<file path="src/rtl/instr_fetcher_pkg.sv">
// instr_fetcher_pkg: fetch FSM states, queue entry type and JAL target helper (FETCH_JAL_PREDICT_EN)
package instr_fetcher_pkg;
  typedef enum logic [1:0] {IF_IDLE, IF_WAIT, IF_DISCARD} if_state_e;
  typedef struct packed {
    logic [31:0] pc;
    logic [31:0] instr;
  } iq_entry_t;
`ifdef FETCH_JAL_PREDICT_EN
  localparam logic [6:0] OPCODE_JAL = 7'b1101111;
  function automatic logic [31:0] jal_imm(input logic [31:0] w);
    return {{11{w[31]}}, w[31], w[19:12], w[20], w[30:21], 1'b0};
  endfunction
`endif
endpackage

</file>
<file path="src/rtl/instr_fetcher_queue.sv">
// instr_queue: circular FIFO of fetched {pc, instr} entries with synchronous clear
module instr_queue
  import instr_fetcher_pkg::*;
#(
  parameter int DEPTH = 4
) (
  input  logic      clk,
  input  logic      rst,
  input  logic      rdy,
  input  logic      push,
  input  logic      pop,
  input  logic      clear,
  input  iq_entry_t push_data,
  output iq_entry_t head,
  output logic      full,
  output logic      empty
);
  localparam int AW = $clog2(DEPTH);
  localparam int CW = AW + 1;
  iq_entry_t mem_q [DEPTH];
  logic [AW-1:0] head_q, head_d, tail_q, tail_d;
  logic [CW-1:0] count_q, count_d;
  logic do_push, do_pop;
  assign full = count_q == CW'(DEPTH);
  assign empty = count_q == '0;
  assign head = mem_q[head_q];
  always_comb begin
    do_pop = pop && !empty;
    do_push = push && (!full || do_pop);
    head_d = clear ? '0 : head_q + AW'(do_pop);
    tail_d = clear ? '0 : tail_q + AW'(do_push);
    count_d = clear ? '0 : count_q + CW'(do_push) - CW'(do_pop);
  end
  always_ff @(posedge clk) begin
    if (rst) begin
      head_q <= '0;
      tail_q <= '0;
      count_q <= '0;
    end else if (rdy) begin
      head_q <= head_d;
      tail_q <= tail_d;
      count_q <= count_d;
    end
  end
  always_ff @(posedge clk) begin
    if (rdy && do_push && !clear) mem_q[tail_q] <= push_data;
  end
endmodule

</file>
<file path="src/rtl/instr_fetcher.sv">
// instr_fetcher: fetch FSM feeding an instruction queue; FETCH_JAL_PREDICT_EN follows JAL targets at fetch
module instr_fetcher
  import instr_fetcher_pkg::*;
#(
  parameter logic [31:0] RESET_PC = 32'h0,
  parameter int          IQ_DEPTH = 4
) (
  input  logic        clk,
  input  logic        rst,
  input  logic        rdy,
  output logic        mc_req,
  output logic [31:0] mc_addr,
  input  logic        mc_done,
  input  logic [31:0] mc_data,
  input  logic        id_ready,
  output logic        instr_valid,
  output logic [31:0] instr,
  output logic [31:0] instr_pc,
  input  logic        flush,
  input  logic [31:0] flush_pc
);
  if_state_e state_q, state_d;
  logic [31:0] pc_q, pc_d, addr_q, addr_d, pc_step;
  logic req_q, req_d, push, issue, full, empty;
  iq_entry_t head, fetched;
`ifdef FETCH_JAL_PREDICT_EN
  assign pc_step = (mc_data[6:0] == OPCODE_JAL) ? jal_imm(mc_data) : 32'd4;
`else
  assign pc_step = 32'd4;
`endif
  assign fetched = '{pc: pc_q, instr: mc_data};
  assign mc_req = req_q;
  assign mc_addr = addr_q;
  assign instr_valid = !empty;
  assign instr = head.instr;
  assign instr_pc = head.pc;
  always_comb begin
    state_d = state_q;
    pc_d = flush ? flush_pc : pc_q;
    addr_d = addr_q;
    req_d = req_q;
    push = 1'b0;
    issue = !flush && !full;
    case (state_q)
      IF_IDLE: begin
        req_d = issue;
        addr_d = issue ? {pc_q[31:2], 2'b00} : addr_q;
        state_d = issue ? IF_WAIT : IF_IDLE;
      end
      IF_WAIT: begin
        push = mc_done && !flush;
        pc_d = flush ? flush_pc : mc_done ? pc_q + pc_step : pc_q;
        req_d = !mc_done;
        state_d = mc_done ? IF_IDLE : flush ? IF_DISCARD : IF_WAIT;
      end
      IF_DISCARD: begin
        req_d = !mc_done;
        state_d = mc_done ? IF_IDLE : IF_DISCARD;
      end
      default: state_d = IF_IDLE;
    endcase
  end
  always_ff @(posedge clk) begin
    if (rst) begin
      state_q <= IF_IDLE;
      pc_q <= RESET_PC;
      addr_q <= '0;
      req_q <= 1'b0;
    end else if (rdy) begin
      state_q <= state_d;
      pc_q <= pc_d;
      addr_q <= addr_d;
      req_q <= req_d;
    end
  end
  instr_queue #(.DEPTH(IQ_DEPTH)) u_iq (
    .clk(clk),
    .rst(rst),
    .rdy(rdy),
    .push(push),
    .pop(id_ready),
    .clear(flush),
    .push_data(fetched),
    .head(head),
    .full(full),
    .empty(empty)
  );
endmodule
</file>
<file path="config.mk">
export PLATFORM = sky130hd
export DESIGN_NAME = instr_fetcher
export DESIGN_NICKNAME = d
export VERILOG_FILES = /design/src/rtl/instr_fetcher_pkg.sv /design/src/rtl/instr_fetcher_queue.sv /design/src/rtl/instr_fetcher.sv
export SDC_FILE = /design/constraint.sdc
export NUM_CORES = 1
export LEC_CHECK = 0
export ABC_AREA = 1
export CORE_MARGIN = 2
export CORE_UTILIZATION = 40
export CTS_BUF_LIST = sky130_fd_sc_hd__clkbuf_16
export DETAILED_ROUTE_END_ITERATION = 10
export SYNTH_ARGS = -nofsm -noshare
export SYNTH_HDL_FRONTEND = slang
export SYNTH_SLANG_ARGS = --single-unit
export TNS_END_PERCENT = 1
</file>
<file path="constraint.sdc">
create_clock -name clk -period 5.9 [get_ports clk]
set_input_delay 0.885 -clock clk [delete_from_list [all_inputs] [get_ports clk]]
set_output_delay 0.885 -clock clk [all_outputs]
set_load 0.02 [all_outputs]
</file>
---- After elaboration in Yosys (flattened, before gate mapping) ----
Memories as Yosys holds them, arrays and structs flattened. A register that Yosys moved wholly into a read port is not among the register bits.
Cells that the tools add are included.
cells by class
  reduce and logical (&&, ||, !) cells .... 20
  shift operators ......................... 0
  multipliers ............................. 0
  $add $sub $neg .......................... 5
  bitwise gates (word level) .............. 0
  div/mod/pow operators ................... 0
  order comparisons ....................... 0
  equal/unequal tests ..................... 3
  multiplexer cells ....................... 18
operators by type and width
  kind                   count
  $mux 32                4
  $add 32x3->32 const B  1
  $mux 2                 7
  $logic_and 1x1->1      6
  $pmux 2 s3             1
  $reduce_and 3->1       2
  $reduce_bool 2->1      3
  $add 2x1->2            2
  $logic_not 1->1        4
  $mux 1                 4
  $add 3x1->3            1
  $eq 3x3->1 const B     1
  $logic_not 3->1        1
  $mux 3                 1
  $sub 3x1->3            1
  $eq 2x1->1 const B     1
  $eq 2x2->1 const B     1
  $logic_not 2->1        1
  $pmux 1 s2             1
  $reduce_and 2->1       1
  $reduce_or 2->1        1
  $logic_or 1x1->1       1
word-level totals
  output and inout bits ................... 98
  bits in writable memories ............... 256
  input bits .............................. 70
  bits in registers ....................... 72
  ROM bits ................................ 0
  latch bits .............................. 0
  word-level logic and storage cells ...... 54
  memories kept ........................... 1
memory list
  memory      depth  bits a word  read ports  clocked after Yosys merged registers in  write ports  RTL line                   RTL
  u_iq.mem_q  4      64           1           1                                        1            instr_fetcher_queue.sv:20  iq_entry_t mem_q [DEPTH];

---- Longest topological paths before layout ----
Gate-level depths: netlist (run 1).
  word-level depth ........................ 9
  gate-level depth with buffers ........... 13
  depth with buffers taken out ............ 12

---- Modules after synthesis ----
A second synthesis (run 1) with hierarchy kept.
second synthesis, totals
  cell total of the unflattened synthesis .. 1269
  area total of the unflattened synthesis .. 13746.9 µm²
modules (own cells, without submodules)
  module         instances  area each (µm²)  seq. area each (µm²)  cells an instance
  instr_queue    1          9995.8           7867.5                690
  instr_fetcher  1          3751.1           1301.2                579

---- Least setup slack after synthesis (run 1) ----
Ideal clock, no wire load.
  path type ............................... input port to flip-flop
  from .................................... in flush
  to ...................................... mem u_iq.mem_q[0][0] in the netlist's numbering, enable pin
  stages on the path ...................... 6
  path buffers ............................ 1
  data arrival time ....................... 5.776 ns
  library setup time ...................... 0.565 ns
  setup slack ............................. -0.441 ns
  required time ........................... 5.335 ns
  cell sequence ........................... nor2_2 > buf_2 > nand3_1 > inv_1 > nand2_1 > nor3_1
between the ends
  longest elaborated chain between the ends .. 8
ends and longest elaborated chain
  element                         RTL line                                        RTL
  from (decl)                     instr_fetcher.sv:19                             input logic flush,
  $logic_not 1->1 *               instr_fetcher_queue.sv:46, instr_fetcher.sv:51
  $logic_and 1x1->1               instr_fetcher.sv:51                             push = mc_done && !flush;
  $mux 1                          instr_fetcher.sv:44                             case (state_q)
  $logic_and 1x1->1               instr_fetcher_queue.sv:29                       do_push = push && (!full || do_pop);
  $logic_and 1x1->1               instr_fetcher_queue.sv:46                       if (rdy && do_push && !clear) mem_q[tail_q] <= push_data;
  $logic_and 1x1->1 *             instr_fetcher_queue.sv:46
  $mux 1 *                        instr_fetcher_queue.sv:46
  $mux 1 (not written as such) *  instr_fetcher_queue.sv:46
  to (decl)                       instr_fetcher_queue.sv:20
Mark *: on every way between the ends. The rest lies on a longest branch, timed or not.

==> results.md, run 1 <==
| Quantity | Reported | Unit |
|---|---|---|
| Result of the run | finished, final reports clean | - |
| Worst Setup Start Kind | register | - |
| Total number of placement rows | 67 | - |
| Endpoint of the lowest-slack register-to-register path | u_iq.mem_q[0][57]$_DFFE_PP_ | - |
| Die Footprint | 35100 | µm² |
| Flip-flop cell with the highest count after synthesis | sky130_fd_sc_hd__edfxtp_1 | - |
| Power Total | 4.92 | mW |
| Largest net degree at the start of global routing | 77 | - |
| Cells taking the most area after synthesis | sky130_fd_sc_hd__edfxtp_1, sky130_fd_sc_hd__dfxtp_1, sky130_fd_sc_hd__o21ai_0 | - |
| Switching power as a share of total power | 0.205 | - |
| Starting utilization of the core area | 0.403 | - |
| Overall die height | 187 | µm |
| Clock latency of the later-clocked register in the worst-skew pair | 0.50 | ns |
| Max FO, Critical Path | 76 | - |
| Total wire length after detailed routing | 32100 | µm |
| Number of buffers on the longest clock path | 3 | - |
| Worst endpoint data arrival time | 3.03 | ns |
| Period utilization | 0.664 | - |
| Post-synthesis sequential area ratio | 0.682 | - |
| Worst-margin pin slew | 1.12 | ns |
| Post-cts repair resize count | 0 | - |
| H-tree level count | 2 | - |
| Power density over the cells | 296 | nW/µm² |
| Worst IR Drop VDD | 135 | µV |
| Total Negative Setup Slacks | 0 | ns |
| Number of buffer cells added on primary ports | 165 | - |
| CP Class | reg2out | - |
| Post-synth top cells | sky130_fd_sc_hd__edfxtp_1, sky130_fd_sc_hd__nor2_1, sky130_fd_sc_hd__o21ai_0 | - |
| Final Hold Fails | 0 | - |
| Total number of nets in the final design | 1475 | - |
| Post-synthesis async set-or-reset flop share | 0 | - |
| Post-route DRC | 0 | - |
| Number of slew-limit violations in the final report | 0 | - |
| Number of distinct library cell variants in the gate-level netlist after synthesis | 38 | - |
| Number of enable-type register cells in the synthesized netlist | 256 | - |
| Yosys warning count | 0 | - |
| Layout cell share with drive strength beyond 1 | 0.0710 | - |
| Routed length per placed instance | 17.1 | µm |
| Post-synth top area share | 0.571 | - |
| Maximum achievable frequency | 255 | MHz |
| Worst R2R Path Depth | 8 | - |
| N_diodes | 0 | - |
| Routed via count divided by cell count | 5.09 | - |
| Stage delay of the slowest cell on the critical path | 0.82 | ns |
| Non-Filler Cell Area, Final | 16600 | µm² |
| CTS Sinks | 330 | - |
| CP max-delay cell | sky130_fd_sc_hd__dfxtp_4 | - |
| Kind of capture point of the worst setup path | output pin | - |
| Number of antenna violations at the first check in global routing | 0 | - |
| Vias in the first global route | 8977 | - |
| Number of top-level pins | 168 | - |
| Average footprint of a synthesized cell | 10.7 | µm² |
| Post-Place Cell Area | 15500 | µm² |
| Critical path cell sequence | buf_4 > o21ai_0 > o22ai_1 > clkdlybuf4s50_1 | - |
| Minimum setup slack among reg-to-reg paths | 3.44 | ns |
| Clock Power Share | 0.432 | - |
| Part of the total power dissipated in combinational logic | 0.044 | - |
| Post-DP HPWL | 19200 | µm |
| Leakage dissipation | 5.66 | nW |
| Minimum period implied by the final worst setup slack | 3.92 | ns |
| Fin util | 0.497 | - |
| Antenna-violating nets left | 0 | - |
| Most frequent cell after synthesis | sky130_fd_sc_hd__edfxtp_1 | - |
| DIE WIDTH | 187 | µm |
| Hold WC Path Type | reg2reg | - |
| Area of the mapped netlist | 13500 | µm² |
| Post-CTS Setup Inserts | 0 | - |
| Required time of the worst setup path | 5.02 | ns |
| Count of TritonRoute iterations in the first routing pass | 5 | - |
| GRT Resource Usage Total | 0.179 | - |
| Worst slew margin relative to its limit | 0.249 | - |
| Worst-path clk slew | 0.06 | ns |
| Core region area | 33400 | µm² |
| Hold buffer count at cts | 0 | - |
| Total clock buffers created by CTS | 35 | - |
| Finish-stage setup viols | 0 | - |
| Number of DRC markers after the initial detailed-route iteration | 729 | - |
| Area growth from synthesis to final layout | 23.4 | % |
| Dominant cell type by area after synthesis | sky130_fd_sc_hd__edfxtp_1 | - |
| Clock tree from TritonCTS | done | - |
| Routability congestion estimate from global placement | 0.825 | - |
| Routed vias | 9510 | - |
| Unrepaired setup endpoints after global routing | no | - |
| Proportion of power drawn by flip-flops and latches | 0.524 | - |
| First-pass GRT wire length | 50100 | µm |
| Final worst-path setup slack | 1.98 | ns |
| Clock root buffer master | sky130_fd_sc_hd__clkbuf_16 | - |
| Seq cells post-synth | 330 | - |
| Dpl ws | 2.49 | ns |
| CP endpoint | instr[19] | - |
| Reg2reg start | state_q[0]$_SDFFE_PP0P_ | - |
| Skew final | 0.00977 | ns |
| Remaining global-route overflow | 0 | - |
| Net Switching | 1.01 | mW |
| Mapped Cells | 1253 | - |
| Maximum Capacitance Violations | 0 | - |
| Int Power | 3.91 | mW |
==> how the worst min path moves through the flow <==
stage / start / end / slack [ns] / cells past startpoint
floorplan: pc_q[0]$_SDFFE_PP0P_ / u_iq.mem_q[0][32]$_DFFE_PP_ / 0.46 / 0
global route: mc_addr[9]$_SDFFE_PP0P_ / mc_addr[9]$_SDFFE_PP0P_ / 0.47 / 2
CTS: mc_addr[8]$_SDFFE_PP0P_ / mc_addr[8]$_SDFFE_PP0P_ / 0.45 / 2
finish: mc_addr[8]$_SDFFE_PP0P_ / mc_addr[8]$_SDFFE_PP0P_ / 0.45 / 2
detailed placement: mc_addr[8]$_SDFFE_PP0P_ / mc_addr[8]$_SDFFE_PP0P_ / 0.44 / 2
global placement: mc_addr[7]$_SDFFE_PP0P_ / mc_addr[7]$_SDFFE_PP0P_ / 0.44 / 2
==> power by group through the flow <==
stage	logic, mW	clock network, mW	registers [mW]
floorplan	0.101	0	2.62
global placement	0.216	0	2.63
detailed placement	0.217	0	2.63
CTS	0.218	2.18	2.58
global route	0.238	2.27	2.58
finish	0.218	2.12	2.58
==> registers in the layout (all words and copies together) (netlist names), named ones only <==
name / cells
mc_addr: 30
mc_req: 1
pc_q: 32
state_q: 2
u_iq.count_q: 3
u_iq.head_q: 2
u_iq.mem_q: 256
u_iq.tail_q: 2
==> critical path, delay by kind of cell (launching register included) <==
| family | cells | cell delay [ns] |
|---|---|---|
| AOI/OAI and AO/OA | 2 | 0.42 |
| DFF | 1 | 0.82 |
| buffers and inverters | 2 | 1.20 |
==> layout by cell type, fill, tap and decap left out, types with 2 or more instances in the layout <==
cell	count
sky130_fd_sc_hd__nand4_1	8
sky130_fd_sc_hd__nand2_2	8
sky130_fd_sc_hd__clkinv_1	8
sky130_fd_sc_hd__clkdlybuf4s50_1	164
sky130_fd_sc_hd__o21ai_1	2
sky130_fd_sc_hd__o21bai_1	3
sky130_fd_sc_hd__nor3_2	4
sky130_fd_sc_hd__bufinv_16	3
sky130_fd_sc_hd__inv_1	70
sky130_fd_sc_hd__dfxtp_1	72
sky130_fd_sc_hd__a21oi_1	67
sky130_fd_sc_hd__ha_1	7
sky130_fd_sc_hd__buf_4	11
sky130_fd_sc_hd__a31oi_1	3
sky130_fd_sc_hd__nor2_4	4
sky130_fd_sc_hd__xor2_1	2
sky130_fd_sc_hd__nand3_1	37
sky130_fd_sc_hd__a21oi_2	2
sky130_fd_sc_hd__nor3_1	3
sky130_fd_sc_hd__nand3b_1	2
sky130_fd_sc_hd__or2_2	7
sky130_fd_sc_hd__nor2_2	9
sky130_fd_sc_hd__clkbuf_16	38
sky130_fd_sc_hd__inv_2	7
sky130_fd_sc_hd__nand2_1	156
sky130_fd_sc_hd__o21ai_0	169
sky130_fd_sc_hd__nor2_1	218
sky130_fd_sc_hd__clkinv_2	4
sky130_fd_sc_hd__o22ai_1	65
sky130_fd_sc_hd__a211oi_1	2
sky130_fd_sc_hd__conb_1	2
sky130_fd_sc_hd__edfxtp_1	256
==> layout make-up <==
type	instances	area, µm²
clock buffer	38	951
clock inverter	24	171
fill	3052	16800
inverter	68	258
multi-input combinational	786	3750
sequential	330	9170
tap	448	561
timing repair buffer	176	1730
==> routing by layer <==
layer | track usage | wire length, µm | vias to the layer above
met3 | 0.0340 | 1970 | 36
met5 | 0 | 0 | -
met2 | 0.288 | 14900 | 272
li1 | - | - | 4684
met1 | 0.252 | 14700 | 4518
met4 | 0.0451 | 534 | 0
==> through the flow <==
step	std cells	hold WS, ns
2_1_floorplan	1254	0.461
3_3_place_gp	1808	0.438
3_5_place_dp	1808	0.442
4_1_cts	1870	0.451
5_1_grt	1870	0.470
6_report	1870	0.447
==> cells by family (layout without fill, tap and decap cells) <==
kind of cell,Yosys count,count (layout),synth area share
adders and majority gates,8,8,0.00800
xor gates and xnor gates,2,2,0.00130
other,1,2,0.000279
buffers and inverters,138,306,0.0417
and+or+nand+nor,458,458,0.141
AOI/OAI and AO/OA,316,316,0.126
DFF,330,330,0.682
(Power assumes the default switching activity.)
==> inputs of run 2 (changes only) <==
==> constraint.sdc (replaced) <==
create_clock -name clk -period 3.6 [get_ports clk]
set_input_delay 0.54 -clock clk [delete_from_list [all_inputs] [get_ports clk]]
set_output_delay 0.54 -clock clk [all_outputs]
set_load 0.02 [all_outputs]
==> results.md, run 2 (same netlist as run 1, synthesis figures left out) <==
| Quantity | Reported | Unit | Change |
|---|---|---|---|
| H-tree level count | 2 | - | unchanged |
| Maximum Capacitance Violations | 0 | - | unchanged |
| Vias in the first global route | 9336 | - | +4.0% |
| Number of buffer cells added on primary ports | 165 | - | unchanged |
| Clock tree from TritonCTS | done | - |  |
| Post-cts repair resize count | 0 | - | unchanged |
| Period utilization | 0.934 | - |  |
| Core region area | 33400 | µm² | unchanged |
| Skew final | 0.0275 | ns | +0.0177 ns |
| Worst Setup Start Kind | register | - |  |
| Number of slew-limit violations in the final report | 0 | - | unchanged |
| Register containing the most flip-flops in the final layout | u_iq.mem_q | - |  |
| Worst-margin pin slew | 0.680 | ns | -0.445 ns |
| Area growth from synthesis to final layout | 24.2 | % |  |
| Leakage dissipation | 5.72 | nW | +1.2% |
| Total number of placement rows | 67 | - | unchanged |
| Kind of capture point of the worst setup path | output pin | - |  |
| Hold buffer count at cts | 0 | - | unchanged |
| Routed vias | 9670 | - | +1.7% |
| N_diodes | 0 | - | unchanged |
| Result of the run | finished, final reports clean | - |  |
| Total number of nets in the final design | 1489 | - | +0.95% |
| GRT Resource Usage Total | 0.185 | - | +0.00551 |
| Routed length per placed instance | 17.6 | µm | +2.5% |
| Final worst-path setup slack | 0.236 | ns | -1.74 ns |
| Clock root buffer master | sky130_fd_sc_hd__clkbuf_16 | - |  |
| Buffers & Inverters on Critical Path | 3 | - | +1 |
| Post-Place Cell Area | 15600 | µm² | +0.99% |
| Layout cell share with drive strength beyond 1 | 0.0830 | - | +0.0120 |
| CTS Sinks | 330 | - | unchanged |
| Finish-stage setup viols | 0 | - | unchanged |
| Number of antenna violations at the first check in global routing | 0 | - | unchanged |
| Number of top-level pins | 168 | - | unchanged |
| Worst IR Drop VDD | 253 | µV | +87% |
| Number of DRC markers after the initial detailed-route iteration | 703 | - | -3.6% |
| Maximum achievable frequency | 297 | MHz |  |
| Sequential cell area | 9170 | µm² | unchanged |
| Max FO, Critical Path | 36 | - | -53% |
| Worst R2R Path Depth | 9 | - | +1 |
| CP max-delay cell | sky130_fd_sc_hd__clkdlybuf4s50_1 | - |  |
| Routability congestion estimate from global placement | 0.836 | - | +1.4% |
| Overall die height | 187 | µm | unchanged |
| Count of TritonRoute iterations in the first routing pass | 5 | - | unchanged |
| Remaining global-route overflow | 0 | - | unchanged |
| Post-CTS Setup Inserts | 0 | - | unchanged |
| Most frequent standard cell in the layout excluding fill and tap cells | sky130_fd_sc_hd__edfxtp_1 | - |  |
| Largest register FFs | 256 | - | unchanged |
| Worst-path clk slew | 0.06 | ns | about the same |
| Critical path's top delay family | buffers and inverters | - |  |
| Critical path cell sequence | inv_2 > buf_12 > o21ai_0 > o22ai_1 > clkdlybuf4s50_1 | - |  |
| Worst slew margin relative to its limit | 0.546 | - | +0.297 |
| Hold WC Path Type | reg2reg | - |  |
| Antenna-violating nets left | 0 | - | unchanged |
| Total clock buffers created by CTS | 37 | - | +5.7% |
| Stage delay of the slowest cell on the critical path | 0.65 | ns | -0.17 ns |
| Commonest cells after routing, fill and taps aside | sky130_fd_sc_hd__edfxtp_1, sky130_fd_sc_hd__nor2_1, sky130_fd_sc_hd__o21ai_0 | - |  |
| Starting utilization of the core area | 0.403 | - | unchanged |
| Clock latency of the later-clocked register in the worst-skew pair | 0.52 | ns | +0.02 ns |
| Largest net degree at the start of global routing | 81 | - | +5.2% |
| First-pass GRT wire length | 51500 | µm | +2.7% |
| Post-route DRC | 0 | - | unchanged |
| Minimum period implied by the final worst setup slack | 3.36 | ns |  |
| Dpl ws | 0.717 | ns | -1.77 ns |
| Total wire length after detailed routing | 33000 | µm | +3.1% |
| Worst endpoint data arrival time | 2.82 | ns | -0.21 ns |
| Unrepaired setup endpoints after global routing | no | - |  |
| DIE WIDTH | 187 | µm | unchanged |
| Die Footprint | 35100 | µm² | unchanged |
| Post-DP HPWL | 20900 | µm | +8.8% |
| Combined area of the multi-input logic cells | 3780 | µm² | +0.67% |
| Non-Filler Cell Area, Final | 16700 | µm² | +0.71% |
| Power density over the cells | 478 | nW/µm² | +61% |
| Required time of the worst setup path | 3.06 | ns | -1.96 ns |
| Number of buffers on the longest clock path | 3 | - | unchanged |
| Number of filler cells placed in the layout | 3074 | - | +0.72% |
| Stages on worst setup path | 5 | - | +1 |
| Number of cells traversed by the worst hold path | 2 | - | unchanged |
| CP Class | reg2out | - |  |
| Final Hold Fails | 0 | - | unchanged |
| Routed via count divided by cell count | 5.14 | - | +1.1% |
-- run 2: path summary, 6_finish.rpt --
path | start | end | slack [ns]
max | register | instr[3] | 0.24
min | mc_addr[3]$_SDFFE_PP0P_ | mc_addr[3]$_SDFFE_PP0P_ | 0.45
max reg2reg | state_q[1]$_SDFFE_PP0P_ | u_iq.mem_q[2][25]$_DFFE_PP_ | 1.20
min reg2reg | mc_addr[3]$_SDFFE_PP0P_ | mc_addr[3]$_SDFFE_PP0P_ | 0.45
-- run 2: power by group --
group	switching, mW	internal, mW	total, mW
Clock	1.44	1.95	3.40
Combinational	0.200	0.161	0.361
Sequential	0.0803	4.15	4.23
Total	1.72	6.26	7.99
-- run 2: per-stage QoR --
stage	utilization	power [mW]	hold slack [ns]	setup TNS [ns]	std cells
global route	0.501	8.24	0.469	0	1881
CTS	0.501	8.05	0.450	0	1881
detailed placement	0.468	4.67	0.441	0	1820
floorplan	-	4.46	0.461	-135.05	1254
finish	0.501	7.99	0.449	0	1881
global placement	0.468	4.66	0.434	0	1820
-- run 2: per-layer routing --
layer	up-vias	routed length, µm	share of wire	track usage
li1	4721	-	-	-
met1	4638	15600	0.47	0.258
met2	266	15000	0.45	0.299
met3	45	1830	0.055	0.0356
met4	0	555	0.017	0.0436
met5	-	0	0	0
-- run 2: cell type report --
class | instances | share of cell area
clock buffer | 39 | 0.0584
inverter | 68 | 0.0154
clock inverter | 22 | 0.00666
timing repair buffer | 188 | 0.111
sequential | 330 | 0.549
multi-input combinational | 786 | 0.226
tap | 448 | 0.0335
-- run 2: tightest hold or removal path: cells and delay by family (launching register included) --
family	cells	cell delay (ns)
DFF	1	0.31
buffers and inverters	1	0.05
AOI/OAI and AO/OA	1	0.05
==> RTL change, RTL diff (config.mk and constraints of run 2) <==
Add a define of `FETCH_JAL_PREDICT_EN`.
--- a/src/rtl/instr_fetcher_pkg.sv
+++ b/src/rtl/instr_fetcher_pkg.sv
@@ -1,4 +1,6 @@
 // instr_fetcher_pkg: fetch FSM states, queue entry type and JAL target helper (FETCH_JAL_PREDICT_EN)
+`define FETCH_JAL_PREDICT_EN
+
 package instr_fetcher_pkg;
   typedef enum logic [1:0] {IF_IDLE, IF_WAIT, IF_DISCARD} if_state_e;
   typedef struct packed {
Formal check against the unedited RTL: not equivalent (Yosys sat finds a counterexample within 4 cycles, from zero or initial values and one cycle with rst high).
==> RTL change against run 2 <==
Synthesized cell count grew 15%; sequential power about the same; total power grew 3.7%; synthesized area up 8.1%; final cell count is 12% higher; cell area grew 8.7%; sequential share of layout area down 4.4 points; worst hold slack worse by 0.00077 ns; wire length grew 20%; sequential cell count unchanged; via count rose by 14%; setup slack better by 0.067 ns; largest power group unchanged; highest routed layer unchanged.
==> RTL change: results (changes against run 2) <==
[run_status]
outcome = finished, final reports clean  ; unchanged

[pwr]
p_leak_nw = 6.70  ; was 5.72 nW
ir_worst_vdd_v = 0.000309  ; was 0.000253 V

[cells_and_area]
num-fill-cells = 3214  ; was 3,074
finalCoreUtilization = 0.509  ; was 0.501
layout.nonclk_buf_frac = 0.118  ; was 0.111
non_clock_buffer_count = 211  ; was 188
final-clk-cell-share = 0.0633  ; was 0.0651
nNetsFinal = 1716  ; was 1,489
clock_buffers = 37  ; was 39
drive_above_1_share = 0.0827  ; was 0.0830
area_of_the_multi_input_gates_sq_um = 4690  ; was 3780 sq um
multi_input_comb_cells = 927  ; was 786
nonClockInverterCount = 111  ; was 68

[sta]
max_slew.worst_pin.slew_ns = 0.740  ; was 0.680 ns
skew_ns = 0.0115  ; was 0.0275 ns

[setup_path]
critical_path_peak_fanout = 21  ; was 36
cp_slowest_stage_delay_ns = 0.61  ; was 0.65 ns
timing.critical_path.arrival_ns = 2.76  ; was 2.82 ns

[grt]
number_of_global_route_vias_before_repair = 10400  ; was 9,336
grtUsageMet2 = 0.320  ; was 0.299
grt_use_met1 = 0.303  ; was 0.258
global_route_met3_utilization = 0.0335  ; was 0.0356
grt_max_degree = 129  ; was 81
gr-usage-all-layers = 0.207  ; was 0.185
wire_length_of_the_first_global_routing_pass_um = 60700  ; was 51,500 um

[min_path]
holdCritStartpoint = mc_addr[5]  ; was mc_addr[3]

[cts]
numCtsBuffers = 36  ; was 37

[place]
dpl.cell_count = 2040  ; was 1,820
pre_cts_ws_ns = 0.0376  ; was 0.717 ns
dpl.hpwl_um = 25900  ; was 20,900 um
gpl.final_weighted_congestion = 0.954  ; was 0.836

[detailed_routing]
dr_total_vias = 11000  ; was 9,670
count_of_tritonroute_iterations_in_the_first_routing_pass = 7  ; was 5
met3_wirelength_um = 2530  ; was 1830 um
detail_route.vias_per_cell = 5.22  ; was 5.14
first_iter_violations = 831  ; was 703
postRouteWirelength_um = 39700  ; was 33,000 um

[synth]
netlist-cell-type-count = 45  ; was 38
synth_area_leaders = sky130_fd_sc_hd__edfxtp_1 (53%), sky130_fd_sc_hd__dfxtp_1 (10%), sky130_fd_sc_hd__o21ai_0 (6.6%), sky130_fd_sc_hd__nor2_1 (6.0%), sky130_fd_sc_hd__nand2_1 (4.7%)  ; was sky130_fd_sc_hd__edfxtp_1 (57%), sky130_fd_sc_hd__dfxtp_1 (11%), sky130_fd_sc_hd__o21ai_0 (6.3%), sky130_fd_sc_hd__nor2_1 (6.1%), sky130_fd_sc_hd__nand2_1 (4.4%)
synth_top_cells_by_count = sky130_fd_sc_hd__edfxtp_1 (256), sky130_fd_sc_hd__nor2_1 (232), sky130_fd_sc_hd__o21ai_0 (192)  ; was sky130_fd_sc_hd__edfxtp_1 (256), sky130_fd_sc_hd__nor2_1 (218), sky130_fd_sc_hd__o21ai_0 (169)

RTL change: cell types whose count changed after synthesis, sizes merged, moves of 5 or more:
cell,change
a21oi,+32
buf,-7
clkbuf,+12
ha,+20
inv,+45
nand2,+26
nor2,+5
o21ai,+22
RTL change: power breakdown:
part           switching [mW]  leakage (nW)  internal (mW)
sequential             0.0781          2.90           4.16
combinational           0.276          3.22          0.198
clock                    1.49         0.578           2.09
RTL change: path summary, 6_finish.rpt:
check                      endpoint  slack, ns  cells after the start
setup reg to reg  u_iq.mem_q[3][56]       1.12                      9
hold reg to reg          mc_addr[5]       0.45                      2
setup / recovery       instr_pc[14]       0.30                      5
hold / removal           mc_addr[5]       0.45                      2
RTL change: cells by family after synthesis:
kind of cell	Yosys count	share of synthesized area
buffers and inverters	186	0.0507
AOI/OAI and AO/OA	385	0.144
and+or+nand+nor	504	0.144
adders and majority gates	29	0.0260
DFF	330	0.631
other	1	0.000258
xor gates and xnor gates	7	0.00422
